==> config.mk <==
export PLATFORM = sky130hd
export DESIGN_NAME = rom_fetch_arbiter
export DESIGN_NICKNAME = d
export VERILOG_FILES = /design/src/rtl/rom_fetch_arbiter_pkg.sv /design/src/rtl/rom_owner_pipe.sv /design/src/rtl/rom_fetch_arbiter.sv
export SDC_FILE = /design/constraint.sdc
export NUM_CORES = 1
export LEC_CHECK = 0
export CAP_MARGIN = 20
export CELL_PAD_IN_SITES_DETAIL_PLACEMENT = 1
export CELL_PAD_IN_SITES_GLOBAL_PLACEMENT = 2
export CORE_MARGIN = 10
export CORE_UTILIZATION = 10
export CTS_CLUSTER_SIZE = 8
export DETAILED_ROUTE_END_ITERATION = 7
export PLACE_DENSITY_LB_ADDON = 0.1
export SLEW_MARGIN = 25
export SYNTH_ARGS = -nofsm -noshare
export SYNTH_HDL_FRONTEND = slang
export SYNTH_SLANG_ARGS = --single-unit
==> constraint.sdc <==
create_clock -name clk -period 1.14 [get_ports clk]
set_input_delay 0.171 -clock clk [delete_from_list [all_inputs] [get_ports clk]]
set_output_delay 0.171 -clock clk [all_outputs]
set_load 0.005 [all_outputs]
==> src/rtl/rom_fetch_arbiter_pkg.sv <==
// Shared types and constants for the instruction-ROM fetch arbiter.
// Owner tags travel down the in-flight pipeline alongside each ROM read.
package rom_fetch_arbiter_pkg;

    localparam logic MASTER_FETCH = 1'b0;
    localparam logic MASTER_DATA  = 1'b1;

    localparam int ROM_LAT_MIN = 1;
    localparam int ROM_LAT_MAX = 4;

    typedef struct packed {
        logic valid;
        logic owner;
    } owner_tag_t;

    // Drop a fetch-owned tag while a redirect is in progress.
    function automatic owner_tag_t kill_fetch(owner_tag_t t, logic flush);
        owner_tag_t r;
        r = t;
        if (flush && (t.owner == MASTER_FETCH)) begin
            r.valid = 1'b0;
        end
        return r;
    endfunction

endpackage

==> src/rtl/rom_owner_pipe.sv <==
// In-flight owner tracker: fixed-depth shift register of owner tags.
// Fetch-owned entries are killed on flush; master-1 entries pass through.
module rom_owner_pipe
    import rom_fetch_arbiter_pkg::*;
#(
    parameter int DEPTH = 1
) (
    input  logic       clk,
    input  logic       rst,
    input  owner_tag_t push_i,
    input  logic       flush_i,
    output owner_tag_t tail_o
);

    owner_tag_t stage_q [DEPTH];
    owner_tag_t stage_d [DEPTH];

    // Next state: shift by one, applying the fetch kill at every stage.
    always_comb begin
        stage_d[0] = kill_fetch(push_i, flush_i);
        for (int i = 1; i < DEPTH; i++) begin
            stage_d[i] = kill_fetch(stage_q[i-1], flush_i);
        end
    end

    // Pipeline advances every cycle; reset drops everything in flight.
    always_ff @(posedge clk or posedge rst) begin
        if (rst) begin
            for (int i = 0; i < DEPTH; i++) begin
                stage_q[i] <= '0;
            end
        end else begin
            for (int i = 0; i < DEPTH; i++) begin
                stage_q[i] <= stage_d[i];
            end
        end
    end

    assign tail_o = stage_q[DEPTH-1];

endmodule

==> src/rtl/rom_fetch_arbiter.sv <==
// Two-master arbiter for the shared instruction ROM, one read per cycle.
// Define ROM_ARB_RR_EN for round-robin; default is fixed m0-over-m1 priority.
module rom_fetch_arbiter
    import rom_fetch_arbiter_pkg::*;
#(
    parameter int ADDR_W      = 32,
    parameter int DATA_W      = 32,
    parameter int ROM_LATENCY = 1
) (
    input  logic              clk,
    input  logic              rst,
    input  logic              m0_req_i,
    input  logic [ADDR_W-1:0] m0_addr_i,
    output logic              m0_gnt_o,
    output logic              m0_rvalid_o,
    output logic [DATA_W-1:0] m0_rdata_o,
    input  logic              m1_req_i,
    input  logic [ADDR_W-1:0] m1_addr_i,
    output logic              m1_gnt_o,
    output logic              m1_rvalid_o,
    output logic [DATA_W-1:0] m1_rdata_o,
    input  logic              flush_i,
    output logic              rom_en_o,
    output logic [ADDR_W-1:0] rom_addr_o,
    input  logic [DATA_W-1:0] rom_data_i
);

    if (ROM_LATENCY < ROM_LAT_MIN || ROM_LATENCY > ROM_LAT_MAX) begin : g_bad_latency
        $error("rom_fetch_arbiter: ROM_LATENCY must be 1..4");
    end

    owner_tag_t push;
    owner_tag_t tail;

`ifdef ROM_ARB_RR_EN
    logic last_winner_q;
    logic last_winner_d;

    // Contended cycles go to the master that did not win last time.
    always_comb begin
        m0_gnt_o = 1'b0;
        m1_gnt_o = 1'b0;
        if (!rst) begin
            if (m0_req_i && m1_req_i) begin
                m0_gnt_o = (last_winner_q == MASTER_DATA);
                m1_gnt_o = (last_winner_q == MASTER_FETCH);
            end else begin
                m0_gnt_o = m0_req_i;
                m1_gnt_o = m1_req_i;
            end
        end
        last_winner_d = last_winner_q;
        if (m0_gnt_o) begin
            last_winner_d = MASTER_FETCH;
        end else if (m1_gnt_o) begin
            last_winner_d = MASTER_DATA;
        end
    end

    // Reset favours the fetch port on the first contended cycle.
    always_ff @(posedge clk or posedge rst) begin
        if (rst) begin
            last_winner_q <= MASTER_DATA;
        end else begin
            last_winner_q <= last_winner_d;
        end
    end
`else
    // Fixed priority: the fetch port always wins contention.
    always_comb begin
        m0_gnt_o = m0_req_i & ~rst;
        m1_gnt_o = m1_req_i & ~m0_req_i & ~rst;
    end
`endif

    // ROM strobe and address follow the single winner; idle drives zero.
    always_comb begin
        rom_en_o   = m0_gnt_o | m1_gnt_o;
        rom_addr_o = '0;
        if (m0_gnt_o) begin
            rom_addr_o = m0_addr_i;
        end else if (m1_gnt_o) begin
            rom_addr_o = m1_addr_i;
        end
        push.valid = rom_en_o;
        push.owner = m1_gnt_o ? MASTER_DATA : MASTER_FETCH;
    end

    rom_owner_pipe #(
        .DEPTH (ROM_LATENCY)
    ) u_owner_pipe (
        .clk     (clk),
        .rst     (rst),
        .push_i  (push),
        .flush_i (flush_i),
        .tail_o  (tail)
    );

    // Steer returning ROM data to the owner; the other port sees zero.
    always_comb begin
        m0_rvalid_o = tail.valid & (tail.owner == MASTER_FETCH);
        m1_rvalid_o = tail.valid & (tail.owner == MASTER_DATA);
        m0_rdata_o  = m0_rvalid_o ? rom_data_i : '0;
        m1_rdata_o  = m1_rvalid_o ? rom_data_i : '0;
    end

endmodule
-- After elaboration in Yosys (flattened, before gate mapping)
Index checks and enable logic that the tools add are counted.
- output and inout port bits: 101
- logic and storage cells: 19
- bits in registers: 2
- mux-type cells: 6
- reductions and logical operators: 1
- bitwise gates (word level): 10
- operators by type and width (operator ; number):
    $mux W32 ; 4
    $and A1 B1 Y1 ; 5
    $not A1 Y1 ; 4
    $mux W1 ; 2
    $logic_and A1 B1 Y1 ; 1
    $or A1 B1 Y1 ; 1

-- Longest topological paths before layout
Gate-level depths: netlist (run 1).
- depth after elaboration: 7
- mapped depth: 4
- gate-level depth less buffers: 2

-- Modules after synthesis
Synthesis (run 1) repeated with hierarchy kept, for this count alone.
- cells, all modules: 129
- area, all modules: 973.4 µm²
- by module, submodules not included (module ; area each (µm²) ; cells each ; seq. area each (µm²) ; times used):
    rom_fetch_arbiter ; 908.4 ; 124 ; 0.0 ; 1
    rom_owner_pipe ; 65.1 ; 5 ; 50.0 ; 1

-- Worst setup path after synthesis (run 1)
Ideal clock, no wire load.
- kind: register to output
- start: reg u_owner_pipe.stage_q, in the netlist u_owner_pipe.tail_o[0]
- end: out m0_rdata_o[22]
- data required time: 969 ps
- path slack: 98 ps
- data arrival time: 871 ps
- stages on the path, launching flop included: 4
- cell sequence: dfrtp_1 > nor2b_4 > buf_2 > and2_1
- longest elaborated chain between the ends: 3
- RTL lines (what ; RTL line ; text):
    start: declaration ; rom_owner_pipe.sv:15 ; owner_tag_t stage_q [DEPTH];
    start signal: indexed assignment ; rom_owner_pipe.sv:34 ; stage_q[i] <= stage_d[i];
    $not A1 Y1 ; rom_fetch_arbiter.sv:101 ; m0_rvalid_o = tail.valid & (tail.owner == MASTER_FETCH);
    $and A1 B1 Y1 ; rom_fetch_arbiter.sv:101 ;
    net m0_rvalid_o ; rom_fetch_arbiter.sv:15 ; output logic m0_rvalid_o,
    $mux W32 ; rom_fetch_arbiter.sv:103 ; m0_rdata_o = m0_rvalid_o ? rom_data_i : '0;
    end: declaration ; rom_fetch_arbiter.sv:16 ; output logic [DATA_W-1:0] m0_rdata_o,
The timed path passes the listed nets, and every way through them passes these cells.

-- Worst setup path after layout (run 1)
- start: reg u_owner_pipe.stage_q, in the netlist u_owner_pipe.tail_o[0]
- end: out m1_rdata_o[18]
- longest elaborated chain between the ends: 2
- RTL lines (what ; RTL line ; text):
    $and A1 B1 Y1 ; rom_fetch_arbiter.sv:102 ; m1_rvalid_o = tail.valid & (tail.owner == MASTER_DATA);
    $mux W32 ; rom_fetch_arbiter.sv:104 ; m1_rdata_o = m1_rvalid_o ? rom_data_i : '0;
    end: declaration ; rom_fetch_arbiter.sv:21 ; output logic [DATA_W-1:0] m1_rdata_o,
No other way between the ends.

==> results.sh, run 1 <==
export IMPL_cts_htree_levels=1
export IMPL_cts_tree="yes"
export IMPL_min_from="m1_req_i"
export IMPL_post_detailed_route_drc_marker_count=0
export IMPL_grt_overflow=0
export IMPL_detailed_router_s_first_iteration_violation_count=87
export IMPL_count_of_clock_tree_sinks=2
export IMPL_detailroute_via_count=2082
export IMPL_syn_nets=230
export IMPL_syn_cell_area_um2=978
export IMPL_hpwl_um=7260
export IMPL_die_x_um=119
export IMPL_grt_pass1_vias=2332
export IMPL_grt_setup_unrepaired="yes"
export IMPL_nNetsFinal=478
export IMPL_clk_path_buf_depth=2
export IMPL_dieArea_um2=14100
export IMPL_final_hold_worst_slack_ns=0.435
export IMPL_fillers=1171
export IMPL_max_slew_margin=0.905
export IMPL_post_drt_wl_per_cell_um=19.5
export IMPL_critPathRequiredTime_ns=0.97
export IMPL_pwr_density_cell_nw_per_um2=419
export IMPL_critical_path_arrival_ns=1.34
export IMPL_internal_power_mw=1.12
export IMPL_power_frac_comb=0.770
export IMPL_netlist_cell_type_count=15
export IMPL_synth_edff_count=0
export IMPL_crit_path_max_fanout=5
export IMPL_drt_antenna_violating_nets=0
export IMPL_timing_hold_violations_final=0
export IMPL_hold_path_class="input pin to register"
export IMPL_critical_path_slowest_cell="sky130_fd_sc_hd__dfrtp_1"
export IMPL_std_cell_rows=36
export IMPL_dominantRegCellSynth="sky130_fd_sc_hd__dfrtp_1"
export IMPL_area_growth_synth_to_final_pct=279
export IMPL_synth_cells_most_frequent="sky130_fd_sc_hd__and2_1, sky130_fd_sc_hd__a32o_1, sky130_fd_sc_hd__and3_1"
export IMPL_core_area_um2=9640
export IMPL_start_util=0.102
export IMPL_startpoint_class_of_the_critical_path="register"
export IMPL_drive_above_1_share=0.549
export IMPL_worst_pin_slew_ns=0.142
export IMPL_critical_path_buf_inv_count=4
export IMPL_worstHoldPathCells=4
export IMPL_crit_chain="buf_4 -> buf_12 -> clkbuf_16 -> and3_1 -> buf_2"
export IMPL_yosys_register_bits=2
export IMPL_drtPass1Iterations=4
export IMPL_setup_viol=93
export IMPL_height_of_the_chip_um=119
export IMPL_gp_routability_congestion=0.682
export IMPL_worstHoldEndpoint="u_owner_pipe.tail_o[1]$_DFF_PP0_"
export IMPL_vdd_ir_drop_max_v=0.000183
export IMPL_yosysWarnings=0
export IMPL_power_switching_fraction=0.281
export IMPL_yosys_cell_count_top_type="sky130_fd_sc_hd__and2_1"
export IMPL_syn_instance_count=129
export IMPL_worst_path_largest_cell_delay_ns=0.40
export IMPL_ys_seq_area_frac=0.0512
export IMPL_seq_power_share=0.050
export IMPL_synth_area_leader_cell="sky130_fd_sc_hd__a32o_1"
export IMPL_dr_vias_cell=4.10
export IMPL_num_antenna_cells=0
export IMPL_period_share=1.32
export IMPL_routed_wirelength_um=9910
export IMPL_power_total_mw=1.56
export IMPL_postSynth_asyncResetShare=1.00
export IMPL_result_of_the_run="complete, but fails checks"
export IMPL_worst_setup_hold_path_clk_slew_ns=0.03
export IMPL_power_switching_mw=0.438
export IMPL_postSynthAreaPerCell_um2=7.58
export IMPL_slew_viol_final=0
export IMPL_cp_top_family="buffers and inverters"
export IMPL_final_critical_period_ns=1.51
export IMPL_p_leak_nw=1.87
export IMPL_netlist_top_cells_area="sky130_fd_sc_hd__a32o_1, sky130_fd_sc_hd__and2_1, sky130_fd_sc_hd__and3_1"
export IMPL_finalCoreUtilization=0.385
export IMPL_violations="setup timing"
export IMPL_io_pins=202
export IMPL_grt_antenna_before_repair=0
export IMPL_place_worst_setup_slack_ns=-0.837
export IMPL_globalRouteTotalUtil=0.131
export IMPL_criticalPathCategory="register to output port"
export IMPL_synth_top_cell_area_share=0.327
export IMPL_buffer_cell_driving_the_clock_tree_root="sky130_fd_sc_hd__clkbuf_8"
export IMPL_setup_ws_ns=-0.369
export IMPL_grt_pass1_wl_um=14600
export IMPL_largest_reg_flops=2
export IMPL_timing_setup_tns_ns=-24.33
export IMPL_cts_buffers=3
export IMPL_power_frac_clock=0.180
export IMPL_worst_setup_path_end_kind="output port"
export IMPL_largest_net_degree_at_the_start_of_global_routing=24
export IMPL_drv_cap=0
export IMPL_maxClockFrequency_mhz=663
export IMPL_numPortBuffers=201
## cell families (layout without fill, tap and decap cells)
logic type             after synthesis  after routing  share of synthesized area
and+or+nand+nor                     73             73                      0.473
AOI/OAI and AO/OA                   33             33                      0.332
buffers and inverters               21            267                      0.143
DFF                                  2              2                     0.0512
## metal layers
| layer | wire length [µm] | GRT usage |
|---|---|---|
| met3 | 992 | 0.0624 |
| met2 | 5360 | 0.255 |
| met1 | 3530 | 0.125 |
| met5 | 0 | 0 |
| met4 | 29 | 0.0160 |
## worst max path at each step
stage,startpoint,end,slack [ns],cells past startpoint
6_report,u_owner_pipe.tail_o[0]$_DFF_PP0_,m1_rdata_o[18],-0.37,5
3_3_place_gp,m0_req_i,rom_addr_o[25],-0.81,5
2_1_floorplan,u_owner_pipe.tail_o[0]$_DFF_PP0_,m0_rdata_o[22],0.1,3
3_5_place_dp,m0_req_i,rom_addr_o[25],-0.84,5
5_1_grt,u_owner_pipe.tail_o[0]$_DFF_PP0_,m0_rdata_o[30],-0.42,6
4_1_cts,u_owner_pipe.tail_o[0]$_DFF_PP0_,m0_rdata_o[20],-0.38,6
## layout by cell type, fill, tap and decap left out
cell type and instances:
sky130_fd_sc_hd__dfrtp_1 2, sky130_fd_sc_hd__or2b_1 1, sky130_fd_sc_hd__and3_4 3, sky130_fd_sc_hd__nor2_4 1
sky130_fd_sc_hd__buf_12 6, sky130_fd_sc_hd__a32o_1 32, sky130_fd_sc_hd__clkdlybuf4s15_1 1, sky130_fd_sc_hd__dlymetal6s2s_1 1
sky130_fd_sc_hd__and2_1 1, sky130_fd_sc_hd__nor2b_4 2, sky130_fd_sc_hd__clkbuf_2 1, sky130_fd_sc_hd__inv_1 1
sky130_fd_sc_hd__nand2b_1 1, sky130_fd_sc_hd__buf_6 71, sky130_fd_sc_hd__buf_4 13, sky130_fd_sc_hd__nor2_1 2
sky130_fd_sc_hd__clkbuf_16 1, sky130_fd_sc_hd__clkbuf_8 3, sky130_fd_sc_hd__clkdlybuf4s50_1 96, sky130_fd_sc_hd__buf_16 5
sky130_fd_sc_hd__and2_4 33, sky130_fd_sc_hd__buf_2 63, sky130_fd_sc_hd__a21oi_1 1, sky130_fd_sc_hd__dlygate4sd3_1 1
sky130_fd_sc_hd__buf_8 4, sky130_fd_sc_hd__and3_1 29
## tightest hold or removal path: stages
cell	delay, ns
sky130_fd_sc_hd__buf_4	0.14
sky130_fd_sc_hd__buf_16	0.15
sky130_fd_sc_hd__nand2b_1	0.07
sky130_fd_sc_hd__a21oi_1	0.06
## power by group through the flow
stage / combinational [mW] / clock (mW) / sequential, mW
after global routing: 1.29 / 0.299 / 0.0786
after CTS: 1.20 / 0.289 / 0.0781
after global placement: 0.944 / 0 / 0.0789
final: 1.20 / 0.280 / 0.0781
after floorplan: 0.245 / 0 / 0.0803
after detailed placement: 0.944 / 0 / 0.0794
## through the flow
step,cell area (µm²),cells
3_3_place_gp,3150,457
2_1_floorplan,978,129
4_1_cts,3620,503
5_1_grt,3710,508
6_report,3710,508
3_5_place_dp,3150,457
## final cells by class
type | instances | area [µm²] | share of cell area
sequential | 2 | 50.0 | 0.0135
inverter | 1 | 3.75 | 0.00101
timing repair buffer | 263 | 2550 | 0.688
clock buffer | 3 | 41.3 | 0.0111
multi-input combinational | 106 | 896 | 0.241
tap | 133 | 166 | 0.0448
## what timing repair did
action / CTS / global route
setup buffers: 32 / 8
cloned: 10 / 1
hold buffers: 1 / 0
setup endpoints to repair: 102 / 98
pin swaps: 44 / 11
hold endpoints to repair: 2 / 0
gates resized for setup: 530 / 23
No activity file was read; power rests on OpenSTA's default activity.
==> inputs of run 2 (changes only) <==
SETUP_SLACK_MARGIN = 0.05   (was unset)
==> run 2 against run 1 <==
Against the previous run: power is 0.54% higher; sequential share of layout area about the same; die area stayed put; highest routed layer unchanged; the run still ends with setup timing left; worst hold slack improved by 0.0034 ns; largest power group unchanged; routed wire length rose by 0.59%.
==> results.sh, run 2 (synthesis gave the netlist of run 1 again) <==
export IMPL_setup_ws_ns=-0.369
export IMPL_grt_setup_unrepaired="yes"
export IMPL_internal_power_mw=1.12
export IMPL_worstHoldPathCells=4
export IMPL_hold_path_class="input pin to register"
export IMPL_worst_setup_path_end_kind="output port"
export IMPL_final_seq_area_um2=50.0
export IMPL_hpwl_um=7260
export IMPL_layout_commonest_cell="sky130_fd_sc_hd__clkdlybuf4s50_1"
export IMPL_cts_buffers=3
export IMPL_dieArea_um2=14100
export IMPL_num_antenna_cells=0
export IMPL_start_util=0.102
export IMPL_drtPass1Iterations=4
export IMPL_design_area_um2=3730
export IMPL_area_growth_synth_to_final_pct=281
export IMPL_combined_area_of_the_multi_input_logic_cells_um2=903
export IMPL_timing_hold_violations_final=0
export IMPL_place_worst_setup_slack_ns=-0.837
export IMPL_buffer_cell_driving_the_clock_tree_root="sky130_fd_sc_hd__clkbuf_8"
export IMPL_io_pins=202
export IMPL_clk_path_buf_depth=2
export IMPL_drive_above_1_share=0.556
export IMPL_final_hold_worst_slack_ns=0.439
export IMPL_drt_antenna_violating_nets=0
export IMPL_globalRouteTotalUtil=0.131
export IMPL_grt_antenna_before_repair=0
export IMPL_period_share=1.32
export IMPL_mostFrequentLayoutCells="sky130_fd_sc_hd__clkdlybuf4s50_1, sky130_fd_sc_hd__buf_6, sky130_fd_sc_hd__buf_2, sky130_fd_sc_hd__and2_4, sky130_fd_sc_hd__a32o_1"
export IMPL_timing_setup_tns_ns=-24.37
export IMPL_power_switching_fraction=0.282
export IMPL_core_area_um2=9640
export IMPL_count_of_clock_tree_sinks=2
export IMPL_vdd_ir_drop_max_v=0.000183
export IMPL_fillers=1172
export IMPL_power_frac_comb=0.771
export IMPL_grt_pass1_vias=2334
export IMPL_largest_reg_flops=2
export IMPL_worst_setup_hold_path_clk_slew_ns=0.03
export IMPL_slew_viol_final=0
export IMPL_grt_pass1_wl_um=14700
export IMPL_crit_chain="buf_4 -> buf_12 -> clkbuf_16 -> and3_1 -> buf_2"
export IMPL_result_of_the_run="complete, but fails checks"
export IMPL_power_switching_mw=0.442
export IMPL_violations="setup timing"
export IMPL_startpoint_class_of_the_critical_path="register"
export IMPL_numPortBuffers=201
export IMPL_post_drt_wl_per_cell_um=19.6
export IMPL_worst_pin_slew_ns=0.142
export IMPL_maxClockFrequency_mhz=662
export IMPL_routed_wirelength_um=9970
export IMPL_gp_routability_congestion=0.682
export IMPL_p_leak_nw=1.88
export IMPL_critical_path_arrival_ns=1.34
export IMPL_drv_cap=0
export IMPL_dr_vias_cell=4.12
export IMPL_largest_net_degree_at_the_start_of_global_routing=24
export IMPL_pwr_density_cell_nw_per_um2=419
export IMPL_power_frac_clock=0.179
export IMPL_cts_tree="yes"
export IMPL_finalNonFillerCells=509
export IMPL_std_cell_rows=36
export IMPL_seq_power_share=0.050
export IMPL_crit_path_max_fanout=5
export IMPL_dpl_cell_area_um2=3150
export IMPL_min_from="m1_req_i"
export IMPL_setup_viol=93
export IMPL_critPathRequiredTime_ns=0.97
export IMPL_placedCellCount=457
export IMPL_worstHoldEndpoint="u_owner_pipe.tail_o[1]$_DFF_PP0_"
export IMPL_nNetsFinal=479
export IMPL_criticalPathCategory="register to output port"
export IMPL_post_detailed_route_drc_marker_count=0
export IMPL_worst_path_largest_cell_delay_ns=0.40
export IMPL_final_critical_period_ns=1.51
export IMPL_max_slew_margin=0.905
export IMPL_critical_path_slowest_cell="sky130_fd_sc_hd__dfrtp_1"
export IMPL_height_of_the_chip_um=119
export IMPL_die_x_um=119
export IMPL_cts_htree_levels=1
export IMPL_detailroute_via_count=2095
export IMPL_detailed_router_s_first_iteration_violation_count=68
export IMPL_grt_overflow=0
-- run 2: how the worst max path moves through the flow --
stage,startpoint,end,depth (start not counted)
after floorplan,u_owner_pipe.tail_o[0]$_DFF_PP0_,m0_rdata_o[22],3
after global placement,m0_req_i,rom_addr_o[25],5
after detailed placement,m0_req_i,rom_addr_o[25],5
after CTS,u_owner_pipe.tail_o[0]$_DFF_PP0_,m0_rdata_o[20],6
after global routing,u_owner_pipe.tail_o[0]$_DFF_PP0_,m0_rdata_o[30],6
final,u_owner_pipe.tail_o[0]$_DFF_PP0_,m1_rdata_o[18],5
-- run 2: layout make-up --
cell class / instances / share of cell area
multi-input combinational: 106 / 0.242
sequential: 2 / 0.0134
inverter: 1 / 0.00101
tap: 133 / 0.0446
timing repair buffer: 264 / 0.688
clock buffer: 3 / 0.0111
-- run 2: metal layers --
| metal | GRT usage | vias to the layer above | part of all wire |
|---|---|---|---|
| met5 | 0 | - | 0 |
| met4 | 0.0160 | 0 | 0.0029 |
| met3 | 0.0624 | 4 | 0.099 |
| met2 | 0.255 | 107 | 0.54 |
| met1 | 0.125 | 984 | 0.36 |
| li1 | - | 1000 | - |
-- run 2: metrics by stage --
step	power (mW)	utilization
6_report	1.56	0.387
5_1_grt	1.67	0.387
4_1_cts	1.57	0.377
3_5_place_dp	1.02	0.327
3_3_place_gp	1.02	0.327
2_1_floorplan	0.326	-
-- run 2: power by group through the flow --
| stage | logic (mW) | clock network [mW] | registers (mW) |
|---|---|---|---|
| 2_1_floorplan | 0.245 | 0 | 0.0803 |
| 3_3_place_gp | 0.944 | 0 | 0.0789 |
| 3_5_place_dp | 0.944 | 0 | 0.0794 |
| 4_1_cts | 1.20 | 0.289 | 0.0781 |
| 5_1_grt | 1.30 | 0.299 | 0.0786 |
| 6_report | 1.21 | 0.280 | 0.0781 |
-- run 2: critical path: cells and delay by family, from the launching register on --
kind,cells,cell delay [ns]
buf+inv,4,0.57
flops,1,0.40
simple gates,1,0.15
-- run 2: timing repair --
| item | 4_1_cts | 5_1_grt |
|---|---|---|
| pin swaps | 39 | 18 |
| endpoints found under the hold margin | 2 | 0 |
| cloned | 10 | 1 |
| resized for setup | 530 | 29 |
| buffers inserted | 33 | 8 |
| hold buffers | 1 | 0 |
| endpoints found under the setup margin | 102 | 101 |
==> inputs of run 3 (changes only) <==
GPL_TIMING_DRIVEN = 0   (was unset)
==> run 3 against run 2 <==
Against the previous run: design area increased by 3.5%; combinational power decreased by 3%; die area unchanged; core utilization rose by 1.4 points; critical path depth stayed put; largest power group unchanged; worst hold slack worse by 0.29 ns; flip-flop and latch count did not move; the flow still finishes with violations (setup timing); final cell count rose by 0.59%; clock power hardly changed; first-iteration DRC count decreased by 28%; highest routed layer unchanged; clock-buffer cell count is the same; global-route usage shrank 0.49 points.
==> results.sh, run 3 (synthesis gave the netlist of run 1 again) <==
export IMPL_result_of_the_run="complete, but fails checks"
export IMPL_violations="setup timing"
export IMPL_grt_overflow=0
export IMPL_gp_routability_congestion=0.699
export IMPL_criticalPathCategory="register to output port"
export IMPL_hpwl_um=7370
export IMPL_startpoint_class_of_the_critical_path="register"
export IMPL_drtPass1Iterations=4
export IMPL_pwr_density_cell_nw_per_um2=398
export IMPL_min_from="rst"
export IMPL_worst_pin_slew_ns=0.192
export IMPL_clk_path_buf_depth=2
export IMPL_drive_above_1_share=0.596
export IMPL_grt_antenna_before_repair=0
export IMPL_routed_wirelength_um=9810
export IMPL_post_detailed_route_drc_marker_count=0
export IMPL_worst_setup_path_end_kind="output port"
export IMPL_hold_path_class="input pin to register"
export IMPL_post_drt_wl_per_cell_um=19.2
export IMPL_std_cell_rows=36
export IMPL_area_growth_synth_to_final_pct=295
export IMPL_cts_buffers=3
export IMPL_grt_pass1_vias=2396
export IMPL_critical_path_arrival_ns=1.36
export IMPL_timing_hold_violations_final=0
export IMPL_maxClockFrequency_mhz=655
export IMPL_io_pins=202
export IMPL_crit_path_max_fanout=7
export IMPL_dr_vias_cell=4.10
export IMPL_worstHoldEndpoint="u_owner_pipe.tail_o[1]$_DFF_PP0_"
export IMPL_globalRouteTotalUtil=0.126
export IMPL_vdd_ir_drop_max_v=0.000217
export IMPL_detailroute_via_count=2099
export IMPL_dieArea_um2=14100
export IMPL_cts_tree="yes"
export IMPL_num_antenna_cells=0
export IMPL_max_slew_margin=0.872
export IMPL_cts_htree_levels=1
export IMPL_final_critical_period_ns=1.53
export IMPL_core_area_um2=9640
export IMPL_largest_reg_flops=2
export IMPL_buffer_cell_driving_the_clock_tree_root="sky130_fd_sc_hd__clkbuf_8"
export IMPL_period_share=1.34
export IMPL_finalCoreUtilization=0.400
export IMPL_p_leak_nw=1.83
export IMPL_die_x_um=119
export IMPL_start_util=0.102
export IMPL_mostFrequentLayoutCells="sky130_fd_sc_hd__clkdlybuf4s50_1, sky130_fd_sc_hd__buf_6, sky130_fd_sc_hd__buf_2, sky130_fd_sc_hd__a32o_1, sky130_fd_sc_hd__and2_4"
export IMPL_count_of_clock_tree_sinks=2
export IMPL_worst_setup_hold_path_clk_slew_ns=0.03
export IMPL_fillers=1139
export IMPL_place_worst_setup_slack_ns=-0.981
export IMPL_largest_net_degree_at_the_start_of_global_routing=11
export IMPL_numPortBuffers=200
export IMPL_combined_area_of_the_multi_input_logic_cells_um2=976
export IMPL_layout_commonest_cell="sky130_fd_sc_hd__clkdlybuf4s50_1"
export IMPL_worstHoldPathCells=2
export IMPL_drt_antenna_violating_nets=0
export IMPL_nNetsFinal=482
export IMPL_critPathRequiredTime_ns=0.97
export IMPL_detailed_router_s_first_iteration_violation_count=49
export IMPL_grt_setup_unrepaired="yes"
export IMPL_grt_pass1_wl_um=14400
export IMPL_slew_viol_final=0
export IMPL_setup_ws_ns=-0.388
export IMPL_drv_cap=0
export IMPL_final_seq_area_um2=52.6
export IMPL_setup_viol=99
export IMPL_height_of_the_chip_um=119
## run 3: how the worst max path moves through the flow
| stage | startpoint | end | depth (start not counted) | slack, ns |
|---|---|---|---|---|
| finish | u_owner_pipe.tail_o[0]$_DFF_PP0_ | m1_rdata_o[14] | 5 | -0.39 |
| global route | u_owner_pipe.tail_o[0]$_DFF_PP0_ | m1_rdata_o[4] | 5 | -0.43 |
| CTS | u_owner_pipe.tail_o[0]$_DFF_PP0_ | m0_rdata_o[29] | 5 | -0.38 |
| detailed placement | rst | m1_gnt_o | 5 | -0.98 |
| global placement | rst | m1_gnt_o | 5 | -0.98 |
| floorplan | u_owner_pipe.tail_o[0]$_DFF_PP0_ | m0_rdata_o[22] | 3 | 0.1 |
## run 3: what timing repair did
| action | 4_1_cts | 5_1_grt |
|---|---|---|
| cloned | 11 | 0 |
| hold endpoints to repair | 2 | 0 |
| setup endpoints to repair | 102 | 99 |
| hold buffers | 1 | 0 |
| gates resized for setup | 556 | 38 |
| pin swaps | 43 | 20 |
| setup buffers | 32 | 9 |
## run 3: critical path: stages (launching register included)
cell and delay, ns:
sky130_fd_sc_hd__dfrtp_2 0.46, sky130_fd_sc_hd__buf_4 0.16, sky130_fd_sc_hd__clkbuf_8 0.14, sky130_fd_sc_hd__buf_6 0.12, sky130_fd_sc_hd__and3_4 0.16, sky130_fd_sc_hd__buf_6 0.11
## run 3: per-layer routing
| metal | part of all wire | up-vias | track usage |
|---|---|---|---|
| li1 | - | 1001 | - |
| met1 | 0.36 | 987 | 0.120 |
| met2 | 0.55 | 109 | 0.251 |
| met3 | 0.090 | 2 | 0.0576 |
| met4 | 0.0016 | 0 | 0.00916 |
| met5 | 0 | - | 0 |
## run 3: metrics by stage
stage / power [mW] / hold slack (ns) / cells / cell area [µm²] / TNS (ns)
global route: 1.64 / 0.154 / 512 / 3860 / -29.42
global placement: 1.02 / 0.487 / 462 / 3150 / -70.59
floorplan: 0.326 / -0.0878 / 129 / 978 / 0
CTS: 1.51 / 0.146 / 509 / 3720 / -26.48
finish: 1.54 / 0.149 / 512 / 3860 / -24.96
detailed placement: 1.02 / 0.495 / 462 / 3150 / -69.91
## run 3: area by class of cell
cell class                      count  area share
Tap cell                          133      0.0431
Inverter                            1    0.000972
Timing Repair Buffer              249       0.627
Clock buffer                        3      0.0107
Buffer                             18      0.0515
Multi-Input combinational cell    106       0.253
Sequential cell                     2      0.0136
## run 3: report_power, final
group          internal, mW  switching [mW]
Sequential           0.0758         0.00739
Clock                 0.223          0.0560
Combinational         0.799           0.374
